`config.mk`:
```
export PLATFORM = sky130hd
export DESIGN_NAME = clk_div_prog
export DESIGN_NICKNAME = d
export VERILOG_FILES = /design/src/rtl/dpll_pkg.sv /design/src/rtl/clk_div_ratio_ctrl.sv /design/src/rtl/clk_div_prog.sv
export SDC_FILE = /design/constraint.sdc
export NUM_CORES = 1
export LEC_CHECK = 0
export BUFFER_PORTS_ARGS = -buffer_cell sky130_fd_sc_hd__buf_2
export CORE_ASPECT_RATIO = 1.2
export CORE_MARGIN = 1
export CORE_UTILIZATION = 35
export CTS_CLUSTER_SIZE = 8
export DETAILED_ROUTE_END_ITERATION = 8
export PLACE_DENSITY = 0.5
export SLEW_MARGIN = 20
export SYNTH_ARGS = -nofsm -noshare
export SYNTH_HDL_FRONTEND = slang
export SYNTH_SLANG_ARGS = --single-unit
```
`constraint.sdc`:
```
create_clock -name clk_in -period 6.8 [get_ports clk_in]
set_clock_uncertainty 0.1 [all_clocks]
set_input_delay 0.34 -clock clk_in [delete_from_list [all_inputs] [get_ports clk_in]]
set_output_delay 0.34 -clock clk_in [all_outputs]
set_load 0.1 [all_outputs]
```
`src/rtl/dpll_pkg.sv`:
```
// Shared definitions for the DPLL clock path: minimum divide ratio and the
// high-phase length helper used by the programmable divider.
package dpll_pkg;

  localparam int unsigned DIV_MIN = 2;

  // Number of counter states (starting at 0) during which the posedge
  // register drives clk_o high for ratio n. For odd n with the negedge helper
  // enabled, the helper flop adds the missing half input period.
  function automatic int unsigned half_cnt(input int unsigned n, input bit odd50);
    if (!n[0]) begin
      return n >> 1;
    end else if (odd50) begin
      return (n - 1) >> 1;
    end else begin
      return n >> 1;
    end
  endfunction

endpackage

```
`src/rtl/clk_div_ratio_ctrl.sv`:
```
// Ratio control for clk_div_prog: accepts load requests, holds one pending
// ratio and swaps it into the active ratio at the end of a divider period.
`timescale 1ns/1ps
module clk_div_ratio_ctrl #(
  parameter int CNT_W       = 16,
  parameter int DIV_DEFAULT = 500
) (
  input  logic             clk_in,
  input  logic             rst_n,
  input  logic             load_req,
  input  logic [CNT_W-1:0] load_div,
  input  logic             at_end,
  output logic             busy,
  output logic             load_err,
  output logic [CNT_W-1:0] div_cur,
  output logic [CNT_W-1:0] div_nxt
);
  import dpll_pkg::*;

  typedef logic [CNT_W-1:0] div_t;

  localparam div_t MIN_N = div_t'(DIV_MIN);
  localparam div_t DEF_N = div_t'(DIV_DEFAULT);

  div_t pend_div;
  logic load_ok;
  logic apply;

  // A request is taken only when nothing is pending and the ratio is legal.
  assign load_ok = load_req && !busy && (load_div >= MIN_N);
  // The pending ratio lands at the end of the current period, running or stopped.
  assign apply   = at_end && busy;
  // Ratio the counter works with from the next edge on.
  assign div_nxt = apply ? pend_div : div_cur;

  // Pending ratio storage; validity is tracked by busy, so no reset is needed.
  always_ff @(posedge clk_in) begin
    if (load_ok) begin
      pend_div <= load_div;
    end
  end

  // Handshake state, rejection pulse and the active ratio.
  always_ff @(posedge clk_in) begin
    if (!rst_n) begin
      busy     <= 1'b0;
      load_err <= 1'b0;
      div_cur  <= DEF_N;
    end else begin
      load_err <= load_req && (busy || (load_div < MIN_N));
      if (apply) begin
        div_cur <= pend_div;
        busy    <= 1'b0;
      end else if (load_ok) begin
        busy    <= 1'b1;
      end
    end
  end

endmodule

```
`src/rtl/clk_div_prog.sv`:
```
// Runtime-programmable integer clock divider. Ratio changes and stop/start
// take effect only at period boundaries so clk_o never glitches; tick_o marks
// every clk_o rising edge in the clk_in domain.
`timescale 1ns/1ps
module clk_div_prog #(
  parameter int CNT_W       = 16,
  parameter int DIV_DEFAULT = 500,
  parameter int ODD_50      = 1
) (
  input  logic             clk_in,
  input  logic             rst_n,
  input  logic             en_i,
  input  logic [CNT_W-1:0] div_i,
  input  logic             div_load_i,
  output logic             busy_o,
  output logic             div_err_o,
  output logic [CNT_W-1:0] div_cur_o,
  output logic             clk_o,
  output logic             tick_o
);
  import dpll_pkg::*;

  typedef logic [CNT_W-1:0] div_t;

  localparam div_t ONE      = div_t'(1);
  localparam div_t DEF_N    = div_t'(DIV_DEFAULT);
  localparam bit   ODD_HELP = (ODD_50 != 0);

  if ((DIV_DEFAULT < int'(DIV_MIN)) ||
      (longint'(DIV_DEFAULT) > ((longint'(1) << CNT_W) - 1))) begin : g_bad_default
    $error("clk_div_prog: DIV_DEFAULT outside 2..2^CNT_W-1");
  end

  div_t cnt;
  div_t cnt_nxt;
  div_t div_nxt;
  div_t h_nxt;
  logic at_end;
  logic wrap;
  logic clk_p;
  logic clk_n;

  // Last state of the period; it only becomes a wrap if enabled at that moment,
  // otherwise the counter parks here with clk_o low.
  assign at_end = (cnt == (div_cur_o - ONE));
  assign wrap   = at_end && en_i;
  assign h_nxt  = div_t'(half_cnt(32'(div_nxt), ODD_HELP));

  clk_div_ratio_ctrl #(
    .CNT_W       (CNT_W),
    .DIV_DEFAULT (DIV_DEFAULT)
  ) u_ratio_ctrl (
    .clk_in   (clk_in),
    .rst_n    (rst_n),
    .load_req (div_load_i),
    .load_div (div_i),
    .at_end   (at_end),
    .busy     (busy_o),
    .load_err (div_err_o),
    .div_cur  (div_cur_o),
    .div_nxt  (div_nxt)
  );

  // Next count: restart at 0 on wrap; while stopped, park on the last state of
  // whatever ratio is in effect next (a pending ratio lands while stopped).
  always_comb begin
    cnt_nxt = cnt + ONE;
    if (at_end) begin
      cnt_nxt = en_i ? '0 : (div_nxt - ONE);
    end
  end

  // Counter, posedge phase of the divided clock and the per-period tick.
  always_ff @(posedge clk_in) begin
    if (!rst_n) begin
      cnt    <= DEF_N - ONE;
      clk_p  <= 1'b0;
      tick_o <= 1'b0;
    end else begin
      cnt    <= cnt_nxt;
      clk_p  <= (cnt_nxt < h_nxt);
      tick_o <= wrap;
    end
  end

  // Half-cycle delayed copy that stretches odd-ratio high phases to N/2 periods.
  always_ff @(negedge clk_in) begin
    if (!rst_n) begin
      clk_n <= 1'b0;
    end else begin
      clk_n <= clk_p;
    end
  end

  assign clk_o = (ODD_HELP && div_cur_o[0]) ? (clk_p | clk_n) : clk_p;

endmodule

```
== After elaboration in Yosys (flattened, before gate mapping) ==
Index checks and enable logic that the tools add are counted.
Word-level totals
  register bits: 53
  output and inout port bits: 20
  word-level logic and storage cells: 31
Cells by class
  $add $sub $neg: 4
  magnitude comparators: 3
  equality and inequality tests: 1
  muxes and demuxes: 5
  bitwise operators: 2
  reductions and logical operators: 8
Operators by type and width (count)
  $mux 16: 4
  $sub 16x1->16 const B: 2
  $sub 16x1->17 const B: 1
  $add 16x1->16 const B: 1
  $eq 16x16->1: 1
  $ge 16x2->1 const B: 1
  $lt 16x16->1: 1
  $lt 16x2->1 const B: 1
  $logic_and 1x1->1: 5
  $reduce_or 2->1: 1
  $logic_not 1->1: 1
  $logic_or 1x1->1: 1
  $mux 1: 1
  $not 1->1: 1
  $or 1x1->1: 1

== Logic depth before layout (Yosys ltp) ==
Gate-level depths: netlist (run 1).
  depth after elaboration: 8
  depth in mapped cells: 28
  depth with buffers taken out: 23

== Hierarchy ==
Synthesis (run 1) repeated with hierarchy kept, for this count alone.
Unflattened totals
  cell total of the unflattened synthesis: 440
  area total of the unflattened synthesis: 4100.2 µm²
By module, submodules not included
  clk_div_prog: times used 1, cells each 360, area an instance 2836.5 µm²
  clk_div_ratio_ctrl: times used 1, cells each 80, area an instance 1263.7 µm²

==> results of run 1 <==
synth_stat cells (all sizes together) (3+ instances only):
master	number	area share
nor2	48	0.044
xnor2	43	0.090
nand2	38	0.034
dfxtp	37	0.18
nand3	25	0.031
mux2i	22	0.053
ha	18	0.054
nor3	18	0.025
xor2	17	0.036
a21oi	16	0.020
clkbuf	16	0.015
edfxtp	16	0.12
nor4	14	0.033
o21ai	14	0.017
buf	13	0.024
nand4	13	0.021
and2	12	0.018
inv	9	0.0081
mux2	8	0.022
a31oi	6	0.0090
and3	6	0.0090
or3	6	0.0090
a21o	5	0.0090
and4	5	0.010
nand2b	5	0.0075
nor2b	5	0.0075
o211ai	5	0.0090
or2	5	0.0075
o211a	4	0.0096
a211oi	3	0.0054
a22o	3	0.0063
nand3b	3	0.0054
o311ai	3	0.0063
o31ai	3	0.0054
cell families (layout without fill, tap and decap cells):
| logic type | count (synthesis) | after routing |
|---|---|---|
| AO/OA/AOI/OAI | 74 | 74 |
| XOR/XNOR | 60 | 60 |
| adder cells (fa/ha/maj) | 18 | 18 |
| buffers and inverters | 39 | 64 |
| flip-flops | 53 | 53 |
| multiplexers | 30 | 30 |
| AND/OR/NAND/NOR | 212 | 212 |
final cells by class:
| class | instances | area [sq um] | area share |
|---|---|---|---|
| repair buffers | 46 | 248 | 0.0539 |
| clock buffers | 5 | 125 | 0.0272 |
| multi-input cells | 394 | 2750 | 0.599 |
| inverters | 9 | 33.8 | 0.00735 |
| clock inverters | 4 | 16.3 | 0.00354 |
| well taps | 157 | 196 | 0.0428 |
| flip-flops and latches | 53 | 1220 | 0.266 |
sequential cells by signal (all words and copies together) (netlist names):
name / cells
clk_n: 1
clk_p: 1
cnt: 16
tick_o: 1
u_ratio_ctrl.busy: 1
u_ratio_ctrl.div_cur: 16
u_ratio_ctrl.load_err: 1
u_ratio_ctrl.pend_div: 16
per-layer routing:
| layer | part of all wire | vias up | routed length, um |
|---|---|---|---|
| met1 | 0.43 | 1743 | 5590 |
| li1 | - | 1820 | - |
| met3 | 0.048 | 22 | 622 |
| met5 | 0 | - | 0 |
| met4 | 0.020 | 0 | 257 |
| met2 | 0.50 | 129 | 6480 |
worst register-to-register path: stages (launching register included):
cell and delay [ns]:
sky130_fd_sc_hd__dfxtp_1 0.73, sky130_fd_sc_hd__inv_1 0.28, sky130_fd_sc_hd__ha_1 0.40, sky130_fd_sc_hd__nor2b_1 0.18
sky130_fd_sc_hd__or3_1 0.35, sky130_fd_sc_hd__a31oi_1 0.35, sky130_fd_sc_hd__o21ai_0 0.20, sky130_fd_sc_hd__and4b_1 0.33
sky130_fd_sc_hd__buf_4 0.35, sky130_fd_sc_hd__nor2_1 0.12, sky130_fd_sc_hd__nor2_1 0.18, sky130_fd_sc_hd__ha_1 0.38
sky130_fd_sc_hd__buf_4 0.27, sky130_fd_sc_hd__inv_1 0.10, sky130_fd_sc_hd__o211ai_1 0.30, sky130_fd_sc_hd__nand3b_1 0.15
sky130_fd_sc_hd__ha_1 0.22, sky130_fd_sc_hd__a21o_1 0.18, sky130_fd_sc_hd__a21o_1 0.17, sky130_fd_sc_hd__a21o_1 0.17
sky130_fd_sc_hd__a21o_1 0.17, sky130_fd_sc_hd__a21oi_1 0.14, sky130_fd_sc_hd__nor2b_1 0.06, sky130_fd_sc_hd__o21ai_0 0.24
sky130_fd_sc_hd__o211a_1 0.19
worst max-delay path by stage:
stage,start,end,slack [ns]
6_report,u_ratio_ctrl.div_cur[0],clk_p,0.46
5_1_grt,u_ratio_ctrl.div_cur[0],clk_p,0.03
4_1_cts,u_ratio_ctrl.div_cur[0],clk_p,0.50
3_5_place_dp,u_ratio_ctrl.div_cur[0],clk_p,0.54
3_3_place_gp,u_ratio_ctrl.div_cur[0],clk_p,0.56
2_1_floorplan,u_ratio_ctrl.div_cur[0],clk_p,0.88
per-stage QoR:
stage	hold slack [ns]	area, sq um	power (uW)
floorplan	0.339	4170	1380
global placement	0.419	4460	1660
detailed placement	0.421	4460	1660
CTS	0.116	4590	1910
global route	0.120	4590	2040
finish	0.121	4590	1910
power breakdown:
| part | switching [uW] | internal [uW] | leakage (uW) | total, uW |
|---|---|---|---|---|
| registers | 91.4 | 384 | 0.000455 | 476 |
| logic | 742 | 443 | 0.00119 | 1190 |
| clock network | 115 | 134 | 0.0000740 | 249 |
==> load_flow_metrics.sql, run 1 <==
INSERT INTO impl_metrics (metric_group, metric, value, unit) VALUES
('critical_path', 'cpMostUsedCell', 'sky130_fd_sc_hd__a21o_1', ''),
('sta', 'tns', '0', 'ns'),
('hold_path', 'min_path_cells', '1', ''),
('sta', 'final-max-slew-violation-count', '0', ''),
('cells_and_area', 'mostFrequentLayoutCell', 'sky130_fd_sc_hd__nor2_1', ''),
('critical_path', 'worstPathMaxFanout', '23', ''),
('clocking', 'ctsRootBufferMaster', 'sky130_fd_sc_hd__clkbuf_16', ''),
('yosys', 'postSynthCellCount', '486', ''),
('yosys', 'synth_area', '4170', 'sq um'),
('cells_and_area', 'layout-drive-gt1-share', '0.147', ''),
('drt', 'antenna_violating_nets_post_route', '0', ''),
('yosys', 'synth_edf_count', '16', ''),
('critical_path', 'reg2regPathDepth', '24', ''),
('cells_and_area', 'final_core_utilization', '0.397', ''),
('sta', 'tightest_slew', '0.695', 'ns'),
('yosys', 'synth.net_count', '524', ''),
('sta', 'maxSlewHeadroom', '0.537', ''),
('critical_path', 'cp_num_cells', '24', ''),
('floorplanning', 'io_pins', '40', ''),
('yosys', 'yosysWarnings', '0', ''),
('grt', 'antenna_violations_before_repair', '0', ''),
('hold_path', 'hold_path_end', 'u_ratio_ctrl.pend_div[0]', ''),
('placed_design', 'placement.io_buffers', '39', ''),
('drt', 'routed_via_density', '5.56', ''),
('grt', 'busiest_layer', 'met2', ''),
('power', 'leakagePower', '0.00172', 'uW'),
('drt', 'first_pass_iters', '5', ''),
('floorplanning', 'area_of_the_core', '11600', 'sq um'),
('cells_and_area', 'layout-area-overhead-vs-synth', '10.1', '%'),
('run_status', 'outcome', 'finished clean', ''),
('floorplanning', 'die_area', '12400', 'sq um'),
('yosys', 'dominant_combinational_cell_family_by_area_after_synthesis', 'simple AND/OR/NAND/NOR gates', ''),
('placed_design', 'number_of_placed_instances_taps_included', '660', ''),
('hold_path', 'worst_hold_startpoint', 'div_i[0]', ''),
('clocking', 'clock_tree.htree_level_count', '2', ''),
('grt', 'first_pass_grt_wire_length', '20000', 'um'),
('critical_path', 'critPathBufInv', '4', ''),
('grt', 'global_route.usage.met2', '0.383', ''),
('cells_and_area', 'stdcell_count', '668', ''),
('drt', 'drc', '0', ''),
('grt', 'first_global_vias', '3616', ''),
('sta', 'setup_viol', '0', ''),
('sta', 'final_min_period_over_clock_period', '0.932', ''),
('run', 'maxCapViolations', '0', ''),
('floorplanning', 'die_height', '122', 'um'),
('critical_path', 'critical_path_required', '6.94', 'ns'),
('cells_and_area', 'n_fill_cell', '1189', ''),
('placed_design', 'gp_routability_congestion', '0.884', ''),
('clocking', 'cts_num_sinks', '53', ''),
('drt', 'finalWirelength', '12900', 'um'),
('yosys', 'synthSimpleGateAreaFrac', '0.283', ''),
('critical_path', 'crit_slowest_cell', 'sky130_fd_sc_hd__dfxtp_1', ''),
('clocking', 'clk_transition_reported_paths', '0.07', 'ns'),
('clocking', 'cts_buffers', '5', ''),
('yosys', 'postSynthRegisterBits', '53', ''),
('floorplanning', 'initial_core_utilization', '0.361', ''),
('placed_design', 'dp_hpwl', '10200', 'um'),
('yosys', 'avgSynthCellArea', '8.58', 'sq um'),
('sta', 'setup_repair_after_global_routing_missed_its_margin', 'no', ''),
('critical_path', 'crit_family', 'compound AO/OA/AOI/OAI gates', ''),
('floorplanning', 'floorplan.rows', '43', ''),
('grt', 'grtUsageMet1', '0.271', ''),
('yosys', 'synthArstFlopShare', '0', ''),
('cells_and_area', 'final_nets', '548', ''),
('yosys', 'mux_share_of_post_synthesis_cell_area', '0.0744', ''),
('drt', 'route.vias.total', '3714', ''),
('yosys', 'ys_types', '71', ''),
('critical_path', 'worst_ep_arrival_time', '6.48', 'ns'),
('floorplanning', 'die_span_x', '102', 'um'),
('clocking', 'cts_buffer_depth', '2', ''),
('critical_path', 'max_stage_delay', '0.73', 'ns');
Power figures use the tool's default switching activity.
==> run 2: changes to the inputs <==
--- a/config.mk
+++ b/config.mk
@@ -6,13 +6,17 @@
 export NUM_CORES = 1
 export LEC_CHECK = 0
 export BUFFER_PORTS_ARGS = -buffer_cell sky130_fd_sc_hd__buf_2
+export CAP_MARGIN = 15
+export CELL_PAD_IN_SITES_DETAIL_PLACEMENT = 0
+export CELL_PAD_IN_SITES_GLOBAL_PLACEMENT = 1
 export CORE_ASPECT_RATIO = 1.2
 export CORE_MARGIN = 1
 export CORE_UTILIZATION = 35
 export CTS_CLUSTER_SIZE = 8
 export DETAILED_ROUTE_END_ITERATION = 8
-export PLACE_DENSITY = 0.5
+export PLACE_DENSITY = 0.62
 export SLEW_MARGIN = 20
 export SYNTH_ARGS = -nofsm -noshare
 export SYNTH_HDL_FRONTEND = slang
+export SYNTH_HIERARCHICAL = 1
 export SYNTH_SLANG_ARGS = --single-unit
==> run 2 against run 1 <==
Against the previous run:
- die area shrank 1.7%
- synthesized cell count shrank 9.5%
- via count is 13% lower
- total power up 30%
- global-route usage down 3.0 points
- critical path depth fell by 2
- register-to-register slack gained 0.13 ns
- routed wire length down 17%
- final cell count down 5.4%
- critical path type unchanged
- critical endpoint unchanged
- largest cell class unchanged
- largest power group unchanged
- highest routed layer unchanged
==> load_flow_metrics.sql, run 2 <==
INSERT INTO impl_metrics (metric_group, metric, value, unit) VALUES
('sta', 'tns', '0', 'ns'),
('sta', 'setup_repair_after_global_routing_missed_its_margin', 'no', ''),
('cells_and_area', 'final_nets', '517', ''),
('drt', 'drc', '0', ''),
('critical_path', 'crit_path_cell_trace', 'inv_1 -> ha_1 -> or4b_4 -> nor4_1 -> mux2i_1 -> nand2_1 -> nor2_1 -> nand2_4 -> mux2_2 -> or3_1 -> or4_1 -> or4_1 -> xnor2_1 -> nand2b_1 -> mux2i_1 -> ha_1 -> a21o_1 -> a21o_1 -> a21oi_1 -> o2111a_1 -> o21ai_0 -> mux2i_1', ''),
('yosys', 'sequential_element_share_of_the_synthesized_area', '0.298', ''),
('power', 'p_per_area', '538', 'nW/um^2'),
('floorplanning', 'die_height', '121', 'um'),
('hold_path', 'min_path_cells', '1', ''),
('placed_design', 'gp_routability_congestion', '0.847', ''),
('floorplanning', 'die_area', '12200', 'sq um'),
('grt', 'antenna_violations_before_repair', '0', ''),
('drt', 'finalWirelength', '10700', 'um'),
('clocking', 'postCtsHoldBufs', '0', ''),
('critical_path', 'regToRegSetupSlack', '0.59', 'ns'),
('power', 'cellInternalPower', '1240', 'uW'),
('sta', 'fmax', '0.161', 'GHz'),
('grt', 'busiest_layer', 'met2', ''),
('clocking', 'cts_buffer_depth', '2', ''),
('run', 'maxCapViolations', '0', ''),
('power', 'vdd.ir_drop.worst', '242', 'uV'),
('clocking', 'post_cts.repair.setup_buffers', '0', ''),
('critical_path', 'crit_slowest_cell', 'sky130_fd_sc_hd__or4b_4', ''),
('yosys', 'synth_edf_count', '16', ''),
('cells_and_area', 'antenna-diode-count', '0', ''),
('hold_path', 'worstHoldPathType', 'input port to flip-flop', ''),
('floorplanning', 'io_pins', '40', ''),
('power', 'power_frac_seq', '0.207', ''),
('drt', 'first_pass_iters', '4', ''),
('power', 'comb_power_share', '0.672', ''),
('critical_path', 'critical_path.reg2reg.startpoint', 'u_ratio_ctrl/div_cur[0]', ''),
('sta', 'maxSlewHeadroom', '0.520', ''),
('cells_and_area', 'top_library_cells_by_usage_in_the_layout_fill_and_taps_aside', 'sky130_fd_sc_hd__buf_2, sky130_fd_sc_hd__dfxtp_1, sky130_fd_sc_hd__nand2_1, sky130_fd_sc_hd__xnor2_1, sky130_fd_sc_hd__nor2_1', ''),
('critical_path', 'max_stage_delay', '0.54', 'ns'),
('yosys', 'netlist_top_cells_area', 'sky130_fd_sc_hd__dfxtp_1, sky130_fd_sc_hd__edfxtp_1, sky130_fd_sc_hd__xnor2_1', ''),
('grt', 'first_pass_grt_wire_length', '17100', 'um'),
('sta', 'final-max-slew-violation-count', '0', ''),
('grt', 'global_route.overflow_total', '0', ''),
('placed_design', 'placement.io_buffers', '39', ''),
('placed_design', 'dp_hpwl', '8650', 'um'),
('yosys', 'avgSynthCellArea', '9.32', 'sq um'),
('floorplanning', 'die_span_x', '101', 'um'),
('yosys', 'postSynthCellCount', '440', ''),
('hold_path', 'hold_path_end', 'u_ratio_ctrl/pend_div[0]', ''),
('critical_path', 'crit_type', 'flip-flop to flip-flop', ''),
('critical_path', 'worst_ep_arrival_time', '6.33', 'ns'),
('grt', 'gr-usage-all-layers', '0.188', ''),
('sta', 'setup_viol', '0', ''),
('drt', 'antenna_violating_nets_post_route', '0', ''),
('power', 'power.switching_fraction', '0.498', ''),
('power', 'power.clock.fraction', '0.122', ''),
('drt', 'first_iter_violations', '110', ''),
('sta', 'final_min_period_over_clock_period', '0.913', ''),
('grt', 'global_route.usage.met3', '0.0266', ''),
('critical_path', 'worstPathMaxFanout', '16', ''),
('cells_and_area', 'mostFrequentLayoutCell', 'sky130_fd_sc_hd__buf_2', ''),
('yosys', 'yosysWarnings', '6', ''),
('clocking', 'tritoncts', 'built', ''),
('floorplanning', 'area_of_the_core', '11200', 'sq um'),
('yosys', 'synth_area', '4100', 'sq um'),
('grt', 'first_global_vias', '3181', ''),
('yosys', 'synth.net_count', '480', ''),
('yosys', 'post-synth-top-count-cell', 'sky130_fd_sc_hd__dfxtp_1', ''),
('cells_and_area', 'layout-drive-gt1-share', '0.201', ''),
('critical_path', 'critical_path.endpoint_type', 'flip-flop', ''),
('yosys', 'synth_top_cell_by_area', 'sky130_fd_sc_hd__dfxtp_1', ''),
('clocking', 'cts-resized-gates', '0', ''),
('clocking', 'clock_tree.htree_level_count', '2', ''),
('power', 'leakagePower', '0.00178', 'uW'),
('run_status', 'outcome', 'finished clean', ''),
('placed_design', 'number_of_placed_instances_taps_included', '624', ''),
('yosys', 'ys_top_cells_by_count', 'sky130_fd_sc_hd__dfxtp_1, sky130_fd_sc_hd__nand2_1, sky130_fd_sc_hd__xnor2_1, sky130_fd_sc_hd__nor2_1, sky130_fd_sc_hd__xor2_1', ''),
('cells_and_area', 'layout-area-overhead-vs-synth', '12.4', '%'),
('grt', 'grt_max_degree', '35', ''),
('power', 'net_load_switching_power', '1230', 'uW'),
('sta', 'tightest_slew', '0.719', 'ns'),
('cells_and_area', 'stdcell_count', '632', ''),
('floorplanning', 'floorplan.rows', '42', ''),
('grt', 'global_route.usage.met2', '0.319', ''),
('yosys', 'ys.flop_type', 'sky130_fd_sc_hd__dfxtp_1', ''),
('critical_path', 'start_kind', 'flip-flop', ''),
('sta', 'finalWorstPathRequiredPeriod', '6.21', 'ns'),
('drt', 'route.vias.total', '3223', ''),
('critical_path', 'reg2regPathDepth', '22', ''),
('clocking', 'insertion_delay', '0.30', 'ns'),
('clocking', 'ctsRootBufferMaster', 'sky130_fd_sc_hd__clkbuf_16', ''),
('hold_path', 'worst_hold_startpoint', 'div_i[0]', ''),
('yosys', 'postSynthRegisterBits', '53', ''),
('clocking', 'cts_buffers', '5', ''),
('clocking', 'cts_num_sinks', '53', ''),
('drt', 'wire_per_inst', '17.0', 'um'),
('yosys', 'ys_types', '62', ''),
('yosys', 'synth_largest_type_area_fraction', '0.181', ''),
('grt', 'grtUsageMet1', '0.239', ''),
('yosys', 'synthArstFlopShare', '0', ''),
('cells_and_area', 'n_fill_cell', '1114', ''),
('clocking', 'clk_transition_reported_paths', '0.07', 'ns'),
('critical_path', 'r2r_end', 'clk_p', ''),
('floorplanning', 'initial_core_utilization', '0.366', ''),
('critical_path', 'cpMostUsedCell', 'sky130_fd_sc_hd__mux2i_1', ''),
('drt', 'routed_via_density', '5.10', ''),
('sta', 'timing.final.hold_violations', '0', ''),
('cells_and_area', 'largestRegisters', 'cnt: 16 flops, u_ratio_ctrl/div_cur: 16 flops, u_ratio_ctrl/pend_div: 16 flops', ''),
('critical_path', 'critical_path_required', '6.92', 'ns');
==> run 2: cell types whose count changed after synthesis, sizes merged, moves of 7 or more <==
cell    change
a21oi      -10
buf         -7
clkbuf      -7
inv        +11
mux2       +18
nand2b     +17
nand3      -13
nor2       -22
nor3        -7
xnor2      -12
xor2        +7
==> run 2: through the flow <==
step	total power [uW]	hold slack [ns]	util	cell area [sq um]	setup slack, ns
floorplan	1900	0.339	-	4100	0.827
global placement	2170	0.419	0.396	4430	0.737
detailed placement	2190	0.419	0.396	4430	0.649
CTS	2500	0.110	0.411	4600	0.595
global route	2660	0.109	0.412	4610	0.205
finish	2480	0.116	0.412	4610	0.593
==> run 2: how the worst max path moves through the flow <==
stage / startpoint / endpoint / slack [ns] / cells past startpoint
floorplan: u_ratio_ctrl/div_cur[0] / clk_p / 0.83 / 23
global placement: u_ratio_ctrl/div_cur[0] / clk_p / 0.74 / 22
detailed placement: u_ratio_ctrl/div_cur[0] / clk_p / 0.65 / 22
CTS: u_ratio_ctrl/div_cur[0] / clk_p / 0.59 / 22
global route: u_ratio_ctrl/div_cur[0] / clk_p / 0.20 / 22
finish: u_ratio_ctrl/div_cur[0] / clk_p / 0.59 / 22
==> run 2: final cells by class <==
type | instances | area, sq um | area share
Multi-Input combinational cell | 352 | 2710 | 0.587
Sequential cell | 53 | 1220 | 0.265
Clock buffer | 5 | 125 | 0.0272
Tap cell | 154 | 193 | 0.0418
Inverter | 19 | 71.3 | 0.0155
Timing Repair Buffer | 45 | 240 | 0.0521
Clock inverter | 4 | 51.3 | 0.0111
==> run 2: kinds of logic after synthesis <==
group	share of synthesized area
DFF	0.298
xor gates and xnor gates	0.117
and+or+nand+nor	0.251
adders and majority gates	0.0610
AOI/OAI and AO/OA	0.0943
buffers and inverters	0.0452
muxes	0.133
==> run 2: power groups by stage <==
stage / registers (uW) / logic (uW) / clock network [uW]
after detailed placement: 518 / 1670 / 1.84
after floorplan: 692 / 1210 / 1.84
after CTS: 511 / 1680 / 311
after global routing: 523 / 1810 / 324
after global placement: 516 / 1660 / 1.84
final: 512 / 1660 / 301
==> run 2: metal layers <==
layer	vias to the layer above	part of all wire
met5	-	0
li1	1647	-
met1	1507	0.46
met3	15	0.028
met2	54	0.49
met4	0	0.024
==> run 2: critical path: cells and delay by family, from the launching register on <==
kind | cells | cell delay [ns]
DFF | 1 | 0.39
and+or+nand+nor | 9 | 2.88
xor gates and xnor gates | 1 | 0.24
buffers and inverters | 1 | 0.09
adders and majority gates | 2 | 0.49
muxes | 4 | 1.10
AOI/OAI and AO/OA | 5 | 0.84
